<file path="config.mk">
export PLATFORM = sky130hd
export DESIGN_NAME = imem_arbiter
export DESIGN_NICKNAME = d
export VERILOG_FILES = /design/src/rtl/imem_arbiter.sv
export SDC_FILE = /design/constraint.sdc
export NUM_CORES = 1
export LEC_CHECK = 0
export BUFFER_PORTS_ARGS = -buffer_cell sky130_fd_sc_hd__buf_2
export CORE_MARGIN = 2
export CORE_UTILIZATION = 48
export CTS_CLUSTER_SIZE = 12
export DETAILED_ROUTE_END_ITERATION = 8
export PLACE_DENSITY = 0.84
export SYNTH_ARGS = -nofsm -noshare
export SYNTH_HDL_FRONTEND = slang
export SYNTH_SLANG_ARGS = --single-unit
</file>
<file path="constraint.sdc">
create_clock -name clk -period 2.99 [get_ports clk]
set_input_delay 0.299 -clock clk [delete_from_list [all_inputs] [get_ports clk]]
set_output_delay 0.299 -clock clk [all_outputs]
set_load 0.01 [all_outputs]
</file>
<file path="src/rtl/imem_arbiter.sv">
// Instruction-memory arbiter: shares one single-port memory between the fetch
// port and the debug/loader port, with range checking, flush discard and a stall timeout.
module imem_arbiter #(
  parameter int unsigned ADDR_WIDTH  = 10,
  parameter int unsigned TIMEOUT_CYC = 64
) (
  input  logic                  clk,
  input  logic                  rst,
  input  logic                  clk_en,
  input  logic                  if_req,
  input  logic [31:0]           if_addr,
  input  logic                  if_flush,
  output logic                  if_gnt,
  output logic                  if_rvalid,
  output logic [31:0]           if_rdata,
  output logic                  if_err,
  input  logic                  dbg_req,
  input  logic                  dbg_we,
  input  logic [31:0]           dbg_addr,
  input  logic [31:0]           dbg_wdata,
  output logic                  dbg_gnt,
  output logic                  dbg_rvalid,
  output logic [31:0]           dbg_rdata,
  output logic                  dbg_err,
  output logic                  mem_req,
  output logic                  mem_we,
  output logic [ADDR_WIDTH-1:0] mem_addr,
  output logic [31:0]           mem_wdata,
  input  logic [31:0]           mem_rdata,
  input  logic                  mem_ready,
  output logic                  busy
);

  localparam int unsigned DATA_W   = 32;
  localparam int unsigned CNT_W    = (TIMEOUT_CYC < 2) ? 1 : $clog2(TIMEOUT_CYC);
  localparam int unsigned TMO_LAST = (TIMEOUT_CYC == 0) ? 0 : TIMEOUT_CYC - 1;

  typedef enum logic [1:0] {
    ST_IDLE     = 2'd0,
    ST_IF_WAIT  = 2'd1,
    ST_DBG_WAIT = 2'd2
  } state_e;

  state_e                state_q, state_d;
  logic                  last_dbg_q, last_dbg_d;
  logic                  discard_q, discard_d;
  logic [CNT_W-1:0]      cnt_q, cnt_d;
  logic                  mem_req_q, mem_req_d;
  logic                  mem_we_q, mem_we_d;
  logic [ADDR_WIDTH-1:0] mem_addr_q, mem_addr_d;
  logic [DATA_W-1:0]     mem_wdata_q, mem_wdata_d;
  logic                  if_rvalid_q, if_rvalid_d;
  logic                  if_err_q, if_err_d;
  logic [DATA_W-1:0]     if_rdata_q, if_rdata_d;
  logic                  dbg_rvalid_q, dbg_rvalid_d;
  logic                  dbg_err_q, dbg_err_d;
  logic [DATA_W-1:0]     dbg_rdata_q, dbg_rdata_d;

  logic if_cand;
  logic if_addr_bad;
  logic dbg_addr_bad;
  logic tmo_hit;

  // Misaligned or beyond the memory depth.
  function automatic logic addr_bad(input logic [31:0] a);
    return (a[1:0] != 2'b00) || ((a >> (ADDR_WIDTH + 2)) != 32'd0);
  endfunction

  assign if_cand      = if_req & ~if_flush;
  assign if_addr_bad  = addr_bad(if_addr);
  assign dbg_addr_bad = addr_bad(dbg_addr);
  assign tmo_hit      = (TIMEOUT_CYC != 0) && (cnt_q == CNT_W'(TMO_LAST));

  // Round-robin grant, only from IDLE with the clock enabled.
  always_comb begin
    if_gnt  = 1'b0;
    dbg_gnt = 1'b0;
    if (!rst && clk_en && (state_q == ST_IDLE)) begin
      if (if_cand && dbg_req) begin
        if_gnt  = last_dbg_q;
        dbg_gnt = ~last_dbg_q;
      end else begin
        if_gnt  = if_cand;
        dbg_gnt = dbg_req;
      end
    end
  end

  // Next-state and registered-output logic.
  always_comb begin
    state_d      = state_q;
    last_dbg_d   = last_dbg_q;
    discard_d    = discard_q;
    cnt_d        = cnt_q;
    mem_req_d    = mem_req_q;
    mem_we_d     = mem_we_q;
    mem_addr_d   = mem_addr_q;
    mem_wdata_d  = mem_wdata_q;
    if_rvalid_d  = 1'b0;
    if_err_d     = 1'b0;
    if_rdata_d   = '0;
    dbg_rvalid_d = 1'b0;
    dbg_err_d    = 1'b0;
    dbg_rdata_d  = '0;

    case (state_q)
      ST_IDLE: begin
        cnt_d     = '0;
        discard_d = 1'b0;
        if (if_gnt) begin
          last_dbg_d = 1'b0;
          if (if_addr_bad) begin
            if_rvalid_d = 1'b1;
            if_err_d    = 1'b1;
          end else begin
            state_d     = ST_IF_WAIT;
            mem_req_d   = 1'b1;
            mem_we_d    = 1'b0;
            mem_addr_d  = if_addr[ADDR_WIDTH+1:2];
            mem_wdata_d = '0;
          end
        end else if (dbg_gnt) begin
          last_dbg_d = 1'b1;
          if (dbg_addr_bad) begin
            dbg_rvalid_d = 1'b1;
            dbg_err_d    = 1'b1;
          end else begin
            state_d     = ST_DBG_WAIT;
            mem_req_d   = 1'b1;
            mem_we_d    = dbg_we;
            mem_addr_d  = dbg_addr[ADDR_WIDTH+1:2];
            mem_wdata_d = dbg_wdata;
          end
        end
      end

      ST_IF_WAIT: begin
        if (if_flush) discard_d = 1'b1;
        if (mem_ready || tmo_hit) begin
          state_d   = ST_IDLE;
          mem_req_d = 1'b0;
          cnt_d     = '0;
          discard_d = 1'b0;
          // A flush seen now or earlier in this access swallows the response.
          if (!discard_q && !if_flush) begin
            if_rvalid_d = 1'b1;
            if_err_d    = ~mem_ready;
            if_rdata_d  = mem_ready ? mem_rdata : '0;
          end
        end else if (TIMEOUT_CYC != 0) begin
          cnt_d = cnt_q + CNT_W'(1);
        end
      end

      ST_DBG_WAIT: begin
        if (mem_ready || tmo_hit) begin
          state_d      = ST_IDLE;
          mem_req_d    = 1'b0;
          cnt_d        = '0;
          dbg_rvalid_d = 1'b1;
          dbg_err_d    = ~mem_ready;
          dbg_rdata_d  = (mem_ready && !mem_we_q) ? mem_rdata : '0;
        end else if (TIMEOUT_CYC != 0) begin
          cnt_d = cnt_q + CNT_W'(1);
        end
      end

      default: state_d = ST_IDLE;
    endcase
  end

  // State register; everything holds while clk_en is low, stretching rvalid pulses.
  always_ff @(posedge clk) begin
    if (rst) begin
      state_q      <= ST_IDLE;
      last_dbg_q   <= 1'b1;
      discard_q    <= 1'b0;
      cnt_q        <= '0;
      mem_req_q    <= 1'b0;
      mem_we_q     <= 1'b0;
      mem_addr_q   <= '0;
      mem_wdata_q  <= '0;
      if_rvalid_q  <= 1'b0;
      if_err_q     <= 1'b0;
      if_rdata_q   <= '0;
      dbg_rvalid_q <= 1'b0;
      dbg_err_q    <= 1'b0;
      dbg_rdata_q  <= '0;
    end else if (clk_en) begin
      state_q      <= state_d;
      last_dbg_q   <= last_dbg_d;
      discard_q    <= discard_d;
      cnt_q        <= cnt_d;
      mem_req_q    <= mem_req_d;
      mem_we_q     <= mem_we_d;
      mem_addr_q   <= mem_addr_d;
      mem_wdata_q  <= mem_wdata_d;
      if_rvalid_q  <= if_rvalid_d;
      if_err_q     <= if_err_d;
      if_rdata_q   <= if_rdata_d;
      dbg_rvalid_q <= dbg_rvalid_d;
      dbg_err_q    <= dbg_err_d;
      dbg_rdata_q  <= dbg_rdata_d;
    end
  end

  // A flush in the response cycle still kills the fetch strobe.
  assign if_rvalid  = if_rvalid_q & ~if_flush;
  assign if_err     = if_err_q;
  assign if_rdata   = if_rdata_q;
  assign dbg_rvalid = dbg_rvalid_q;
  assign dbg_err    = dbg_err_q;
  assign dbg_rdata  = dbg_rdata_q;
  assign mem_req    = mem_req_q;
  assign mem_we     = mem_we_q;
  assign mem_addr   = mem_addr_q;
  assign mem_wdata  = mem_wdata_q;
  assign busy       = (state_q != ST_IDLE);

endmodule

</file>
Word level (Yosys, flattened, before mapping)
Index checks and enable logic that the tools add are counted.
W data, S select, Z words.
{ "totals": {"regBits": 122, "inputBits": 136, "out_inout_bits": 115, "elab_cells": 115} }
{ "op_classes": {"n_addsub": 1, "eq_ne": 10, "n_mux": 57, "bitwise_logic": 5, "reduce_logical": 28} }
{ "ops": {"columns": ["cell", "count"], "rows": [
  ["$mux W32", 11],
  ["$reduce_bool A32 Y1", 2],
  ["$mux W10", 4],
  ["$mux W1", 28],
  ["$ne A3 B3 Y1 const B", 4],
  ["$pmux W1 S2", 6],
  ["$pmux W6 S2", 1],
  ["$reduce_bool A2 Y1", 6],
  ["$mux W2", 5],
  ["$reduce_and A5 Y1", 2],
  ["$add A6 B1 Y6 const B", 1],
  ["$eq A6 B6 Y1 const B", 1],
  ["$mux W6", 1],
  ["$reduce_and A3 Y1", 2],
  ["$reduce_and A6 Y1", 1],
  ["$logic_and A1 B1 Y1", 5],
  ["$logic_not A1 Y1", 4],
  ["$ne A2 B2 Y1 const B", 2],
  ["$pmux W2 S2", 1],
  ["$logic_or A1 B1 Y1", 3],
  ["$not A1 Y1", 3],
  ["$and A1 B1 Y1", 2],
  ["$eq A2 B1 Y1 const B", 1],
  ["$eq A2 B2 Y1 const B", 1],
  ["other kinds (4)", 4]
]} }

Longest topological paths before layout
Gate-level depths: netlist of run 1.
{ "logic_depth": {"word_depth": 8, "ltp_mapped": 9, "depth_no_buf": 8} }

Worst setup path after synthesis of run 1
OpenSTA, ideal clock, no wires.
{ "synth_path": {"path_kind": "register -> register", "startpoint": "register state_q[0]", "endpoint": "register mem_addr_q[8] (netlist: mem_addr[8])", "setup_time_ns": 0.091, "t_arrival_ns": 1.767, "t_required_ns": 2.899, "setup_slack_ns": 1.131, "path_stages_with_launch": 10, "n_path_buf": 2, "period_less_slack_ns": 1.859, "cell_sequence": "dfxtp_1 inv_1 ha_1 nand4b_1 a21oi_1 and3_1 buf_6 buf_6 nor3_1 a311oi_1"} }
{ "synth_between": {"elab_chain_len": 5, "word_cells_on_any_way": 9, "classes_between": "eq/ne: 2; mux: 3; reduce/logical: 4"} }
{ "synth_lines": {"columns": ["item", "line", "text"], "rows": [
  ["start: declaration", "44", "state_e state_q, state_d;"],
  ["start signal: assignment", "190", "state_q <= state_d;"],
  ["$logic_not A2 Y1", "78", "if (!rst && clk_en && (state_q == ST_IDLE)) begin"],
  ["$logic_and A1 B1 Y1", "78", null],
  ["$mux W1", "78", null],
  ["net dbg_gnt", "21", "output logic dbg_gnt,"],
  ["$reduce_bool A2 Y1 (no source line)", null, null],
  ["$reduce_and A5 Y1 (no source line)", null, null],
  ["end signal: assignment", "196", "mem_addr_q <= mem_addr_d;"],
  ["end: declaration", "50", "logic [ADDR_WIDTH-1:0] mem_addr_q, mem_addr_d;"]
]} }
The timed path passes the listed nets, and every way through them passes these cells.
A chain may end at the register's enable or synchronous reset.

Worst setup path in the final report of run 1
{ "layout_path": {"startpoint": "register state_q[0]", "endpoint": "register mem_addr_q[5] (netlist: mem_addr[5])"} }
{ "layout_between": {"elab_chain_len": 5, "word_cells_on_any_way": 9, "classes_between": "eq/ne: 2; mux: 3; reduce/logical: 4"} }
{ "layout_lines": {"columns": ["item", "line"], "rows": [
  ["$logic_not A2 Y1 *", "78, 106"],
  ["$logic_and A1 B1 Y1", "78"],
  ["$mux W1", "78"],
  ["$ne A2 B2 Y1 (no source line) / $reduce_bool A2 Y1 (equally long branches)", null],
  ["$reduce_and A5 Y1 (no source line)", null]
]} }
Mark *: on every way between the ends. The rest lies on a longest branch, timed or not.

==> summary.txt, run 1 <==
GRT
  • Total grt overflow: 0
  • Vias in the first global route: 4719
  • First-pass GRT wire length: 22100 µm
  • Largest net degree at the start of global routing: 67
  • Initial antenna violation count: 0
  • GR Util All Layers: 0.244

Clocking
  • Inserted Clock Buffers: 17
  • Clock sink count: 122
  • Root buffer selected by CTS: clkbuf_8
  • CTS H-Tree Depth: 4
  • Post-cts resize count: 0
  • Reg clk slew, reported paths: 0.06 ns
  • Setup bufs post-CTS: 0
  • Hold buffers post-CTS: 0
  • Max Root-Sink Buffers: 2
  • CTS tree: built
  • Clock Latency Late Sink: 0.50 ns

Final layout
  • Multi-input logic area: 0.00231 mm²
  • Share of layout cells above drive strength 1: 0.349
  • Fin area: 0.00691 mm²
  • Net count reported at finish: 980
  • Area Overhead vs Synth: 39.3%
  • Sequential cell area: 0.00244 mm²
  • Ant diodes: 0
  • Fillers: 887

Worst setup path
  • Crit path from: state_q[0]
  • CP max stage delay: 0.58 ns
  • Origin of the critical flop-to-flop path: state_q[0]
  • Setup crit end kind: flop
  • Crit-path max FO: 47
  • FF-to-FF path depth: 8
  • Worst reg2reg path endpoint: mem_addr[5]
  • Worst path bufs/invs: 2
  • Crit path max-delay cell type: nor3_2
  • R2r setup slk: 0.66 ns
  • Largest delay share family, worst path: simple AND/OR/NAND/NOR gates
  • Data required, critical path: 3.39 ns
  • Cell breakdown of the critical path: inv_1 -> ha_1 -> nor2b_1 -> nand4_1 -> buf_4 -> nor3_2 -> nor3_1 -> a311oi_1
  • Critical Path Source Type: flop
  • Levels on crit path: 8
  • CP arrival: 2.72 ns
  • Critical path type: flop to flop

Logic synthesis
  • Top_reg_cell synth: dfxtp_1
  • Syn nets: 745
  • Post-synth EDFFs: 0
  • Ranking of synthesized cells by area: dfxtp_1 (49%), a21oi_1 (10%), nor2b_1 (8.6%), nand3_1 (7.1%), nor2_1 (6.1%)
  • Yosys top cell area share: 0.492
  • Yosys warnings: 0
  • Cell variety after synth: 39
  • Mapped Area: 0.00496 mm²
  • Register bit total from synthesis: 122
  • Cell taking the most area after synthesis: dfxtp_1
  • Post-synthesis average cell area: 8.22 µm²
  • Post-synth ARST share: 0
  • Cell count after synthesis: 604
  • Sequential share of the synthesized area: 0.492

STA
  • Slew HR: 0.563
  • Final Max Tran Viols: 0
  • Worst Tran Pin Value: 0.655 ns
  • Setup-failing EPs final: 0
  • Max Fclk: 430 MHz
  • Fin. Hold Viols: 0
  • Minimum clock period after layout: 2.33 ns
  • RSZ-0062 raised after global routing: false
  • Max Clock Skew: 0.00943 ns
  • Setup TNS Final: 0 ns
  • Final Cycle Share: 0.778

Floorplan
  • Starting Density: 0.487
  • Chip Width: 106 µm
  • Row count: 37
  • Die Y: 106 µm
  • Total I/O pin count: 251
  • Die area: 0.0112 mm²
  • Core box area: 0.0102 mm²

Detailed routing
  • Via count: 5094
  • WL per Instance: 14.0 µm
  • Post-Route WL: 13800 µm
  • DRT antenna net count: 0
  • DR vias/cell: 5.16
  • DR iter-0 viols: 304
  • Drt first pass iters: 7
  • DR DRC count: 0

Power
  • Static leakage: 0.00317 µW
  • Max VDD drop: 0.351 mV
  • Combinational Power Share: 0.081
  • Internal Power: 3190 µW
  • Switching pwr: 953 µW
  • Power share of the clock group: 0.515
  • Switching fraction of total power: 0.230
  • Flop pwr share: 0.404
  • PD cells: 599 mW/mm²

Run
  • Max Cap Violations: 0

Min path
  • HP Class: input pin to flop
  • Hold depth: 3
  • Hold endpoint: if_rdata[18]
  • Hold Crit Start: mem_rdata[18]

Outcome
  • Status: complete, no violations

Placement
  • PortBufs: 250
  • DP HPWL: 9540 µm
  • Dpl cell area: 0.00629 mm²
  • GP Congestion: 0.766
logic make-up (layout without fill, tap and decap cells):
logic type / Yosys count / count (layout) / share of synthesized area
AO/OA/AOI/OAI: 132 / 132 / 0.151
XOR/XNOR: 5 / 5 / 0.00883
adder cells (fa/ha/maj): 5 / 5 / 0.0126
buffers and inverters: 51 / 299 / 0.0429
flip-flops: 122 / 122 / 0.492
AND/OR/NAND/NOR: 289 / 289 / 0.293
registers in the layout, indices dropped and copies added, names as in the netlist, 2 cells and up:
register and count:
mem_addr 10, dbg_rdata 32, if_rdata 32, cnt_q 6, mem_wdata 32, state_q 2
layout make-up:
cell class,instances,area share
Clock inverter,12,0.0273
Clock buffer,20,0.0630
Tap cell,136,0.0246
Inverter,6,0.00326
Timing Repair Buffer,261,0.193
Multi-Input combinational cell,431,0.335
Sequential cell,122,0.353
cell usage in the layout (no fill, tap or decap), types with 2 or more instances in the layout:
cell / instances
buf_2: 249
dfxtp_1: 122
a21oi_1: 104
nor2_1: 79
nand3_1: 70
nor2b_1: 68
nand2_1: 29
clkbuf_16: 16
nor3_1: 12
buf_4: 12
a311oi_1: 10
nor4_1: 8
inv_1: 6
nand2b_1: 5
nand4_1: 5
ha_1: 5
clkinv_4: 5
bufinv_16: 4
o21ai_0: 3
xor2_1: 3
a211oi_1: 3
and2_1: 2
xnor2_1: 2
and4_1: 2
nor3_2: 2
and3_1: 2
o21a_1: 2
clkbuf_8: 2
clkbuf_1: 2
inv_6: 2
tightest hold or removal path: stages:
cell and delay [ns]:
buf_2 0.09, a21oi_1 0.05, nor2_1 0.07
power by group through the flow:
| stage | Combinational [µW] | Sequential (µW) | Clock [µW] |
|---|---|---|---|
| 2_1_floorplan | 163 | 1710 | 0 |
| 3_3_place_gp | 330 | 1700 | 0 |
| 3_5_place_dp | 331 | 1710 | 0 |
| 4_1_cts | 334 | 1670 | 2170 |
| 5_1_grt | 368 | 1670 | 2250 |
| 6_report | 336 | 1670 | 2130 |
worst max-delay path by stage:
stage / end / slack (ns)
after detailed placement: mem_addr[9] / 0.67
after floorplan: mem_addr[8] / 1.13
final: mem_addr[5] / 0.66
after global placement: mem_addr[2] / 0.71
after CTS: mem_addr[5] / 0.66
after global routing: mem_addr[8] / 0.44
synthesized netlist by cell type, drive strengths merged, types with 2 or more instances:
cell type / number
dfxtp: 122
a21oi: 104
nor2: 80
nand3: 70
nor2b: 68
clkbuf: 38
nand2: 29
nor3: 14
a311oi: 10
nor4: 8
buf: 7
inv: 6
ha: 5
nand2b: 5
nand4: 5
a211oi: 3
o21ai: 3
xor2: 3
and2: 2
and3: 2
and4: 2
o21a: 2
xnor2: 2
through the flow:
step	setup slack (ns)	hold slack [ns]	power (µW)	util	instances
final	0.664	0.0371	4140	0.679	988
after global routing	0.436	0.0193	4290	0.679	988
after CTS	0.665	0.00765	4180	0.679	988
after detailed placement	0.668	0.452	2040	0.617	956
after global placement	0.707	0.447	2030	0.617	956
after floorplan	1.13	0.438	1870	-	604
per-layer routing:
metal / vias up / part of all wire / track usage
li1: 2549 / - / -
met1: 2298 / 0.43 / 0.305
met2: 234 / 0.46 / 0.387
met3: 13 / 0.097 / 0.0903
met4: 0 / 0.013 / 0.0883
met5: - / 0 / 0
No activity file was read; power rests on OpenSTA's default activity.
==> inputs of run 2 (changes only) <==
--- a/config.mk
+++ b/config.mk
@@ -7,10 +7,10 @@
 export LEC_CHECK = 0
 export BUFFER_PORTS_ARGS = -buffer_cell sky130_fd_sc_hd__buf_2
 export CORE_MARGIN = 2
-export CORE_UTILIZATION = 48
+export CORE_UTILIZATION = 41
 export CTS_CLUSTER_SIZE = 12
 export DETAILED_ROUTE_END_ITERATION = 8
-export PLACE_DENSITY = 0.84
+export PLACE_DENSITY = 0.76
 export SYNTH_ARGS = -nofsm -noshare
 export SYNTH_HDL_FRONTEND = slang
 export SYNTH_SLANG_ARGS = --single-unit
==> constraint.sdc (replaced) <==
create_clock -name clk -period 2.1 [get_ports clk]
set_input_delay 0.21 -clock clk [delete_from_list [all_inputs] [get_ports clk]]
set_output_delay 0.21 -clock clk [all_outputs]
set_load 0.01 [all_outputs]
==> run 2 against run 1 <==
Die area is 16% higher. Combinational power is 46% higher. Critical path depth fell by 2. Count of clock-buffer cells in the layout increased by 5. Clock skew up 0.0019 ns. Setup slack worse by 0.49 ns. Via count up 0.37%. Sequential power up 43%. Total power is 40% higher. Non-clock buffer count rose by 6. Wire length is 4.6% higher. Largest power group unchanged.
==> summary.txt, run 2 (synthesis gave the netlist of run 1 again) <==
Power
  • Power Total: 5790 µW (+40%)
  • Static leakage: 0.00319 µW (+0.56%)
  • PD cells: 828 mW/mm² (+38%)
  • Internal Power: 4500 µW (+41%)
  • Flop pwr share: 0.411 (+0.007)
  • Combinational Power Share: 0.085 (+0.004)
  • Switching pwr: 1290 µW (+36%)
  • Switching fraction of total power: 0.223 (-0.00730)
  • Power share of the clock group: 0.504 (-0.011)
  • Max VDD drop: 0.586 mV (+67%)

Detailed routing
  • Post-Route WL: 14400 µm (+4.6%)
  • DRT antenna net count: 0 (unchanged)
  • DR DRC count: 0 (unchanged)
  • Via count: 5113 (+0.37%)
  • DR vias/cell: 5.09 (-1.3%)
  • WL per Instance: 14.4 µm (+2.8%)
  • Drt first pass iters: 5 (-2)
  • DR iter-0 viols: 454 (+49%)

GRT
  • Total grt overflow: 0 (unchanged)
  • Gr busiest metal: met2
  • Initial antenna violation count: 0 (unchanged)
  • Vias in the first global route: 4799 (+1.7%)
  • GR Util All Layers: 0.221 (-0.0232)
  • GR Util met3: 0.105 (+0.0144)
  • Largest net degree at the start of global routing: 68 (+1.5%)
  • First-pass GRT wire length: 22800 µm (+2.9%)
  • M1 GR Usage: 0.265 (-0.0407)
  • Met2 usage: 0.350 (-0.0366)

Worst setup path
  • Setup crit end kind: primary output
  • CP arrival: 1.72 ns (-1.00 ns)
  • FF-to-FF path depth: 9 (+1)
  • Crit path max-delay cell type: dfxtp_1
  • CP max stage delay: 0.32 ns (-0.26 ns)
  • Critical Path Source Type: flop
  • Critical path type: flop to primary output
  • Data required, critical path: 1.89 ns (-1.50 ns)
  • Cell breakdown of the critical path: inv_1 -> ha_1 -> nor2b_1 -> nand4_1 -> inv_2 -> buf_2
  • Crit-path max FO: 8 (-83%)

Clocking
  • Clock sink count: 122 (unchanged)
  • Root buffer selected by CTS: clkbuf_16
  • Reg clk slew, reported paths: 0.05 ns (about the same)
  • CTS tree: built
  • CTS H-Tree Depth: 4 (unchanged)
  • Inserted Clock Buffers: 17 (unchanged)
  • Max Root-Sink Buffers: 2 (unchanged)
  • Clock Latency Late Sink: 0.41 ns (-0.09 ns)

STA
  • Minimum clock period after layout: 1.93 ns
  • Max Clock Skew: 0.0113 ns (+0.00191 ns)
  • Slew HR: 0.536 (-0.0278)
  • Fin. Hold Viols: 0 (unchanged)
  • RSZ-0062 raised after global routing: false
  • Final Max Tran Viols: 0 (unchanged)
  • Setup TNS Final: 0 ns (unchanged)
  • Setup-failing EPs final: 0 (unchanged)
  • Final hold slack: 0.0391 ns (+0.00199 ns)
  • Final Cycle Share: 0.919
  • Worst Tran Pin Value: 0.697 ns (+0.0418 ns)
  • Final WS setup: 0.170 ns (-0.494 ns)
  • Max Fclk: 518 MHz

Floorplan
  • Die Y: 114 µm (+7.9%)
  • Row count: 40 (+8.1%)
  • Die area: 0.0130 mm² (+16%)
  • Starting Density: 0.417 (-0.0706)
  • Total I/O pin count: 251 (unchanged)
  • Chip Width: 114 µm (+7.9%)
  • Core box area: 0.0119 mm² (+17%)

Placement
  • PortBufs: 250 (unchanged)
  • DP Worst Slack: 0.118 ns (-0.550 ns)
  • DP HPWL: 9850 µm (+3.3%)
  • GP Congestion: 0.779 (+1.6%)

Final layout
  • Area Overhead vs Synth: 40.9%
  • Fin util: 0.587 (-0.0915)
  • Commonest non-fill, non-tap cells in the layout: buf_2 (249), dfxtp_1 (122), a21oi_1 (103)
  • Commonest non-fill, non-tap cell in the layout: buf_2
  • Ant diodes: 0 (unchanged)
  • Net count reported at finish: 986 (+0.61%)
  • Share of layout cells above drive strength 1: 0.353 (+0.00456)

Outcome
  • Status: complete, no violations

Min path
  • Hold depth: 3 (unchanged)
  • HP Class: input pin to flop

Run
  • Max Cap Violations: 0 (unchanged)
## run 2: worst max-delay path: cells and delay by family (launching register included)
kind | cells | cell delay (ns)
fa+ha+maj | 1 | 0.20
simple gates | 2 | 0.35
buf+inv | 3 | 0.45
flops | 1 | 0.32
## run 2: final cells by class
cell class	instances	area, µm²
Clock inverter	7	115
Sequential cell	122	2440
Timing Repair Buffer	267	1430
Fill cell	1109	4920
Clock buffer	25	475
Tap cell	147	184
Multi-Input combinational cell	431	2330
Inverter	6	22.5
## run 2: per-stage QoR
step	cell area (µm²)	std cells
3_3_place_gp	6370	971
3_5_place_dp	6370	971
4_1_cts	6960	1003
5_1_grt	6990	1005
2_1_floorplan	4960	604
6_report	6990	1005
## run 2: per-layer routing
metal	part of all wire	wire [µm]
met2	0.46	6680
met4	0.019	274
met1	0.42	6020
met5	0	0
met3	0.10	1450
## run 2: worst paths after layout
check	from	end	slack [ns]
setup / recovery	state_q[0]	if_gnt	0.17
hold / removal	mem_rdata[27]	if_rdata[27]	0.04
setup reg to reg	state_q[0]	mem_addr[9]	0.19
hold reg to reg	mem_wdata[4]	mem_wdata[4]	0.46
## run 2: timing repair
action                     in CTS  in global routing
hold buffers                    0                  0
resized for setup               0                  6
buffers inserted                0                  2
setup endpoints to repair       0                 44
## run 2: power groups by stage
stage,clock [µW],sequential [µW],combinational (µW)
global placement,0,2430,487
global route,3080,2380,549
floorplan,0,2440,232
finish,2920,2380,491
CTS,2980,2380,490
detailed placement,0,2430,487
